**config.mk**
```make
export PLATFORM = sky130hd
export DESIGN_NAME = rr_arb_n
export DESIGN_NICKNAME = d
export VERILOG_FILES = /design/src/rtl/rr_arb_pkg.sv /design/src/rtl/rr_arb_n_pick.sv /design/src/rtl/rr_arb_n.sv
export SDC_FILE = /design/constraint.sdc
export NUM_CORES = 1
export LEC_CHECK = 0
export ABC_AREA = 1
export CAP_MARGIN = 10
export CORE_ASPECT_RATIO = 1.25
export CORE_MARGIN = 2
export CORE_UTILIZATION = 29
export DETAILED_ROUTE_END_ITERATION = 10
export SKIP_LAST_GASP = 1
export SLEW_MARGIN = 10
export SYNTH_ARGS = -nofsm -noshare
export SYNTH_HDL_FRONTEND = slang
export SYNTH_HIERARCHICAL = 1
export SYNTH_SLANG_ARGS = --single-unit
```
**constraint.sdc**
```tcl
create_clock -name clk -period 2.15 [get_ports clk]
set_clock_uncertainty 0.1 [all_clocks]
set_input_delay 0.215 -clock clk [delete_from_list [all_inputs] [get_ports clk]]
set_output_delay 0.215 -clock clk [all_outputs]
set_load 0.05 [all_outputs]
```
**src/rtl/rr_arb_pkg.sv**
```systemverilog
// Shared definitions for the round-robin arbiter: state encoding and
// parameter-derived width helpers.
package rr_arb_pkg;

    typedef enum logic {
        ST_IDLE  = 1'b0,
        ST_OWNED = 1'b1
    } arb_state_t;

    // Grant index width; a 2-way arbiter still gets a 1-bit index.
    function automatic int idx_width(input int n);
        return (n > 2) ? $clog2(n) : 1;
    endfunction

    // Quantum counter width; must hold values 0..q, minimum one bit.
    function automatic int qcnt_width(input int q);
        return (q < 1) ? 1 : $clog2(q + 1);
    endfunction

endpackage

```
**src/rtl/rr_arb_n_pick.sv**
```systemverilog
// Rotate-and-find-first: scans mask starting one past 'start', wrapping,
// and finishing on 'start' itself. Purely combinational.
module rr_arb_n_pick
    import rr_arb_pkg::*;
#(
    parameter int NREQ = 3,
    parameter int IDXW = idx_width(NREQ)
) (
    input  logic [NREQ-1:0] mask,
    input  logic [IDXW-1:0] start,
    output logic [IDXW-1:0] idx,
    output logic            found
);

    logic [IDXW-1:0] cand;

    // First set bit in rotating order start+1, ..., start+NREQ-1, start.
    always_comb begin
        idx   = '0;
        found = 1'b0;
        cand  = start;
        for (int k = 0; k < NREQ; k++) begin
            cand = (cand == IDXW'(NREQ - 1)) ? '0 : cand + 1'b1;
            if (!found && mask[cand]) begin
                found = 1'b1;
                idx   = cand;
            end
        end
    end

endmodule

```
**src/rtl/rr_arb_n.sv**
```systemverilog
// N-way round-robin arbiter with owner lock, bounded quantum and clock enable.
// Optional macro RR_ARB_PRIO_EN adds a 'prio' input that restricts the search
// to prioritised requesters whenever any of them is requesting.
module rr_arb_n
    import rr_arb_pkg::*;
#(
    parameter int NREQ    = 3,
    parameter int IDXW    = idx_width(NREQ),
    parameter int QUANTUM = 16
) (
    input  logic            clk,
    input  logic            rst_n,
    input  logic            ce,
    input  logic [NREQ-1:0] req,
`ifdef RR_ARB_PRIO_EN
    input  logic [NREQ-1:0] prio,
`endif
    input  logic            lock,
    output logic [IDXW-1:0] grant,
    output logic [NREQ-1:0] grant_oh,
    output logic            grant_valid,
    output logic            preempt
);

    localparam int QW = qcnt_width(QUANTUM);
    localparam logic [QW-1:0] Q_MAX  = QW'(QUANTUM);
    localparam logic [QW-1:0] Q_LAST = (QUANTUM > 0) ? QW'(QUANTUM - 1) : '0;

    arb_state_t      state;
    logic [IDXW-1:0] grant_r;
    logic [QW-1:0]   qcnt;

    logic [NREQ-1:0] own_bit;
    logic [NREQ-1:0] others_raw;
    logic [NREQ-1:0] full_mask;
    logic [NREQ-1:0] oth_mask;
    logic [IDXW-1:0] full_idx;
    logic [IDXW-1:0] oth_idx;
    logic            full_found;
    logic            oth_found;
    logic            others_any;
    logic            quantum_hit;

    assign own_bit    = NREQ'(1) << grant_r;
    assign others_raw = req & ~own_bit;
    assign others_any = |others_raw;

`ifdef RR_ARB_PRIO_EN
    logic [NREQ-1:0] req_hp;
    logic [NREQ-1:0] oth_hp;
    assign req_hp    = req & prio;
    assign oth_hp    = others_raw & prio;
    assign full_mask = (|req_hp) ? req_hp : req;
    assign oth_mask  = (|oth_hp) ? oth_hp : others_raw;
`else
    assign full_mask = req;
    assign oth_mask  = others_raw;
`endif

    // The owner may be preempted once it has used QUANTUM consecutive cycles.
    assign quantum_hit = (QUANTUM != 0) && (qcnt >= Q_LAST);

    rr_arb_n_pick #(.NREQ(NREQ), .IDXW(IDXW)) u_pick_full (
        .mask  (full_mask),
        .start (grant_r),
        .idx   (full_idx),
        .found (full_found)
    );

    rr_arb_n_pick #(.NREQ(NREQ), .IDXW(IDXW)) u_pick_oth (
        .mask  (oth_mask),
        .start (grant_r),
        .idx   (oth_idx),
        .found (oth_found)
    );

    // Arbitration state, grant pointer, quantum counter and preempt pulse.
    always_ff @(posedge clk or negedge rst_n) begin
        if (!rst_n) begin
            state   <= ST_IDLE;
            grant_r <= '0;
            qcnt    <= '0;
            preempt <= 1'b0;
        end else begin
            preempt <= 1'b0;
            if (ce) begin
                case (state)
                    ST_IDLE: begin
                        if (full_found) begin
                            grant_r <= full_idx;
                            qcnt    <= '0;
                            state   <= ST_OWNED;
                        end
                    end
                    ST_OWNED: begin
                        if (!full_found) begin
                            // grant_r keeps the rotation pointer while idle
                            state <= ST_IDLE;
                        end else if (req[grant_r] && lock) begin
                            if (quantum_hit && others_any && oth_found) begin
                                grant_r <= oth_idx;
                                qcnt    <= '0;
                                preempt <= 1'b1;
                            end else if (qcnt != Q_MAX) begin
                                qcnt <= qcnt + 1'b1;
                            end
                        end else begin
                            grant_r <= full_idx;
                            if (full_idx != grant_r) begin
                                qcnt <= '0;
                            end else if (qcnt != Q_MAX) begin
                                qcnt <= qcnt + 1'b1;
                            end
                        end
                    end
                    default: state <= ST_IDLE;
                endcase
            end
        end
    end

    assign grant       = grant_r;
    assign grant_valid = (state == ST_OWNED);
    assign grant_oh    = grant_valid ? own_bit : '0;

endmodule

```
# Yosys cells after proc, flatten, opt, wreduce, memory -nomap -nowiden
# Index checks and enable logic that the tools add are counted.
[word_totals]
regBits = 9
in_bits = 7
output_inout_bits = 7
wordCells = 87
[classes]
addsub = 4
order_cmp = 5
eq_ne = 8
shift = 1
n_mux = 48
bitwise_logic = 3
n_reduce_logical = 14
[ops]
columns = ["op", "count"]
rows = [
  ["$mux 5", 6],
  ["$mux 2", 13],
  ["$mux 1", 19],
  ["$bmux 1 s2", 7],
  ["$lt 2x3->1 const B", 4],
  ["$pmux 5 s2", 1],
  ["$logic_and 1x1->1", 7],
  ["$add 2x1->2 const B", 3],
  ["$eq 2x2->1 const B", 3],
  ["$add 5x1->5 const B", 1],
  ["$ge 5x4->1 const B", 1],
  ["$ne 5x5->1 const B", 1],
  ["$logic_not 1->1", 4],
  ["$pmux 2 s2", 1],
  ["$reduce_and 4->1", 1],
  ["$and 3x3->3", 1],
  ["$mux 3", 1],
  ["$ne 3x2->1 const B", 1],
  ["$not 3->3", 1],
  ["$reduce_and 3->1", 1],
  ["$reduce_or 3->1", 1],
  ["$shl 1x2->3 const A", 1],
  ["$ne 2x1->1 const B", 1],
  ["$ne 2x2->1", 1],
  ["other kinds (2)", 2],
]

# Depth between registers and ports, before layout
[logic_depth]
ltp_word = 18
ltp_mapped = 17
depth_no_buf = 16

# By module
# The synthesis kept the hierarchy.
[modules_own_cells]
columns = ["module", "instances", "cells_per_inst", "area_each_um2", "seq_area_each_um2"]
rows = [
  ["rr_arb_n", 1, 103, 709.4, 225.2],
  ["rr_arb_n_pick", 2, 34, 160.2, 0.0],
]

# Worst setup path before layout
# Ideal clock, no wire load.
[synth_path]
path_type = "register to output"
startpoint = "register grant_r[1], in the netlist grant[1]"
endpoint = "output port grant_oh[0]"
arrival_ps = 2065
t_required_ps = 1835
setup_slack_ps = -230
stages_incl_launch_ff = 3
path_buffers = 1
path_cell_list = "dfrtp_1 > buf_6 > nor3_1"
[synth_between]
elab_chain_len = 2
[synth_rtl]
columns = ["item", "line", "text"]
rows = [
  ["start, declared", "rr_arb_n.sv:30", "logic [IDXW-1:0] grant_r;"],
  ["start signal, assigned", "rr_arb_n.sv:90", "grant_r <= full_idx;"],
  ["start signal, assigned", "rr_arb_n.sv:101", "grant_r <= oth_idx;"],
  ["start signal, assigned", "rr_arb_n.sv:108", "grant_r <= full_idx;"],
  ["$shl 1x2->3", "rr_arb_n.sv:44", "assign own_bit = NREQ'(1) << grant_r;"],
  ["$mux 3", "rr_arb_n.sv:124", "assign grant_oh = grant_valid ? own_bit : '0;"],
  ["end, declared", "rr_arb_n.sv:20", "output logic [NREQ-1:0] grant_oh,"],
]
# Every way passes these cells.

# Final worst setup path
[layout_path]
startpoint = "register grant_r[0], in the netlist grant[0]"
endpoint = "output port grant[0]"
[layout_lines]
columns = ["item", "line", "text"]
rows = [
  ["end, declared", "rr_arb_n.sv:19", "output logic [IDXW-1:0] grant,"],
]
# No word-level cell between the ends.

==> impl_results.rst <==
.. list-table::
   :header-rows: 1

   * - Metric
     - Value
   * - Run status
     - complete, no violations
   * - Final routed wire length divided by cell count
     - approximately 10 um
   * - Final setup fails
     - 0
   * - Maximum cell stage delay along the critical path
     - 0.86 ns
   * - Vias in the first global route
     - 945
   * - Required arrival time at the worst endpoint
     - 1.84 ns
   * - Count of pins over their slew limit
     - 0
   * - Power Dens Cells
     - 1170 mW/mm^2
   * - Final critical path time including I/O delays and setup
     - between 1.5 and 2 ns
   * - Synth unique cells
     - 23
   * - Diodes inserted
     - 0
   * - Post-route ant nets
     - 0
   * - Antenna violations before repair
     - 0
   * - Max-cap violations
     - 0
   * - Transition time of the tightest slew-check pin
     - between 0.5 and 0.6 ns
   * - Maximum fanout count along the critical path
     - 13
   * - Library cell occupying the most area in the post-synthesis netlist
     - sky130_fd_sc_hd__dfrtp_1
   * - Register bit total from synthesis
     - 9
   * - Worst Setup Path Type
     - flip-flop to output pin
   * - Met1 Wirelength
     - between 1 and 1.5 mm
   * - DPL Wire Length
     - 1.92 mm
   * - Average cell area after synthesis
     - between 6 and 7 um^2
   * - Final period utilization
     - roughly nine tenths
   * - Count of port buffers added during placement
     - 13
   * - Vias/cell
     - 4.65
   * - Top layer reached by signal wires
     - met4
   * - Total buffers and inverters traversed by the critical path
     - 1
   * - Met3 wirelength from detailed routing
     - 67 um
   * - Pre-Repair DR Iteration Count
     - 4
   * - Largest net degree at the start of global routing
     - 15
   * - Capturing element type of the critical path
     - output pin
   * - H-tree levels
     - 1
   * - X dimension of the die
     - 57.3 um
   * - First-pass GRT wire length
     - 3.97 mm
   * - Leftover overflow at the end of global routing
     - 0
   * - Number of hold violations in the final report
     - 0
   * - # resized after CTS
     - 0
   * - Global placer's final weighted congestion
     - 0.789
   * - Pint
     - 0.677 mW
   * - Leak Pwr
     - roughly 0.7 nW
   * - Number of top-level pins
     - 14
   * - Ys Warns
     - 6
   * - Max Clock Freq
     - around 0.52 GHz
   * - Number of remaining DRC errors
     - 0
   * - Clock latency on the worst-skew pair
     - 0.23 ns
   * - Headroom to the max-slew limit
     - 65.8%
   * - 1st-iter DRT viols
     - 35
   * - Mapped Cells
     - 171
   * - Layout net count
     - 200
   * - Clock Path Buffers
     - 2
   * - Sequential cell fraction of total power
     - 20.5%
   * - Switching fraction of total power
     - a little over half
   * - Type of the tightest min-delay check
     - input pin to asynchronous set/reset pin
   * - Area growth from synthesis to layout
     - 21.5%
   * - Worst-path cell chain
     - clkdlybuf4s50_1
   * - RSZ-0062 raised after global routing
     - no
   * - Cell with the largest stage delay on the worst path
     - sky130_fd_sc_hd__clkdlybuf4s50_1
   * - Summed negative setup slack over all endpoints
     - 0 ns
   * - Total die area
     - 0.00405 mm^2
   * - Leading post-synthesis cells by cell area
     - sky130_fd_sc_hd__dfrtp_1 (22%), sky130_fd_sc_hd__nand2_1 (21%), sky130_fd_sc_hd__nand3_1 (9.7%)
   * - Clock transition at the registers of the reported paths
     - 0.05 ns
   * - Netlist area before placement
     - 0.00103 mm^2
   * - TritonCTS clock tree
     - done
   * - # hold bufs at CTS
     - 0
   * - Fraction of the yosys area taken by sequential cells
     - 21.9%
   * - Count of buffers added by post-CTS timing repair for setup
     - 0
   * - Cts bufs inserted
     - 3
   * - Peak ir drop on the vdd network
     - 0.000490 V
   * - Total Routing Usage GR
     - ~13%
   * - Sw Pwr
     - 0.789 mW
   * - Clock Root Buffer
     - sky130_fd_sc_hd__clkbuf_8
   * - Count of clock tree sinks
     - 9
   * - Total Wirelength
     - 2.30 mm
   * - Core Footprint
     - 0.00345 mm^2
   * - Cells after DPL
     - around 220
   * - Arrival @ worst endpoint
     - 1.61 ns
   * - Die extent in y
     - 70.6 um
   * - Placement Rows
     - 24
   * - Worst slack at placement
     - about 0.1 ns
   * - Starting utilization of the core area
     - 29.8%
   * - Routed met2 length
     - 1.19 mm
   * - Cell family with the largest share of critical-path delay
     - buffers and inverters
   * - Nets in the synthesized netlist
     - 181
   * - Kind of start point of the critical path
     - flip-flop
   * - Fraction of post-synthesis cell area in the top cell type by area
     - 21.9%
   * - Worst path setup slack after routing
     - 0.230 ns
   * - Portion of total power attributed to the clock network
     - 13.5%
   * - Detailed-route via count
     - 1060
   * - Post-layout instance count excluding filler cells
     - 228
   * - Combinational fraction of design power
     - 66.0%
   * - Layout cell share with drive strength beyond 1
     - 19.0%
worst paths after layout:
path	start	endpoint	slack (ns)	cells past startpoint
max reg2reg	grant[0]	qcnt[0]	0.26	12
min	rst_n	qcnt[2]	0.18	1
min in group clk	qcnt[4]	qcnt[4]	0.44	2
min reg2reg	qcnt[4]	qcnt[4]	0.44	2
max	grant[0]	grant[0]	0.23	1
max in group asynchronous	rst_n	grant[0]	1.46	1
layer usage:
metal  global-route usage (%)  vias to the layer above
met5                        0                        -
li1                         -                      571
met1                     13.9                      468
met3                     3.47                        2
met4                     5.43                        0
met2                     22.6                       19
synth_stat cells, drive strengths merged:
cell,number
nand2,63
inv,29
nand3,26
nor2,21
dfrtp,9
o211ai,4
ha,3
nand4,3
o21ai,3
buf,2
nor3,2
xnor2,2
a21oi,1
nand3b,1
o22ai,1
xor2,1
kinds of logic after synthesis:
| logic type | count (synthesis) | share of synthesized area [%] |
|---|---|---|
| buf+inv | 31 | 12.8 |
| xor+xnor | 3 | 2.55 |
| fa+ha+maj | 3 | 3.65 |
| compound gates | 9 | 5.47 |
| flops | 9 | 21.9 |
| simple gates | 116 | 53.7 |
cell usage in the layout, fill, tap and decap left out, drive strengths merged, types with 3 or more instances in the layout:
cell,count
nand3,26
nor2,21
nand4,3
o21ai,3
inv,29
clkdlybuf4s50,9
buf,7
ha,3
o211ai,4
dfrtp,9
clkbuf,4
nand2,63
final cells by class:
| class | count | area [um^2] |
|---|---|---|
| well taps | 39 | 48.8 |
| inverters | 29 | 109 |
| multi-input cells | 131 | 678 |
| flip-flops and latches | 9 | 228 |
| clock buffers | 4 | 45.0 |
| fillers | 368 | 2200 |
| repair buffers | 16 | 143 |
flip-flops by register name (all words and copies together), names as in the netlist:
signal,cells
grant,2
grant_valid,1
preempt,1
qcnt,5
stage by stage:
stage	hold slack, ns	cell area [um^2]	utilization, %	total power, mW
detailed placement	0.432	1210	34.9	1.28
global route	0.212	1250	36.2	1.61
global placement	0.437	1210	34.9	1.28
CTS	0.188	1250	36.2	1.48
finish	0.175	1250	36.2	1.47
floorplan	-0.181	1040	-	1.07
power by group through the flow:
stage	Clock [mW]	Sequential (mW)	Combinational, mW
global placement	0	0.306	0.977
finish	0.198	0.300	0.967
floorplan	0	0.344	0.724
detailed placement	0	0.303	0.973
CTS	0.203	0.302	0.977
global route	0.216	0.313	1.08
Power figures use the tool's default switching activity.
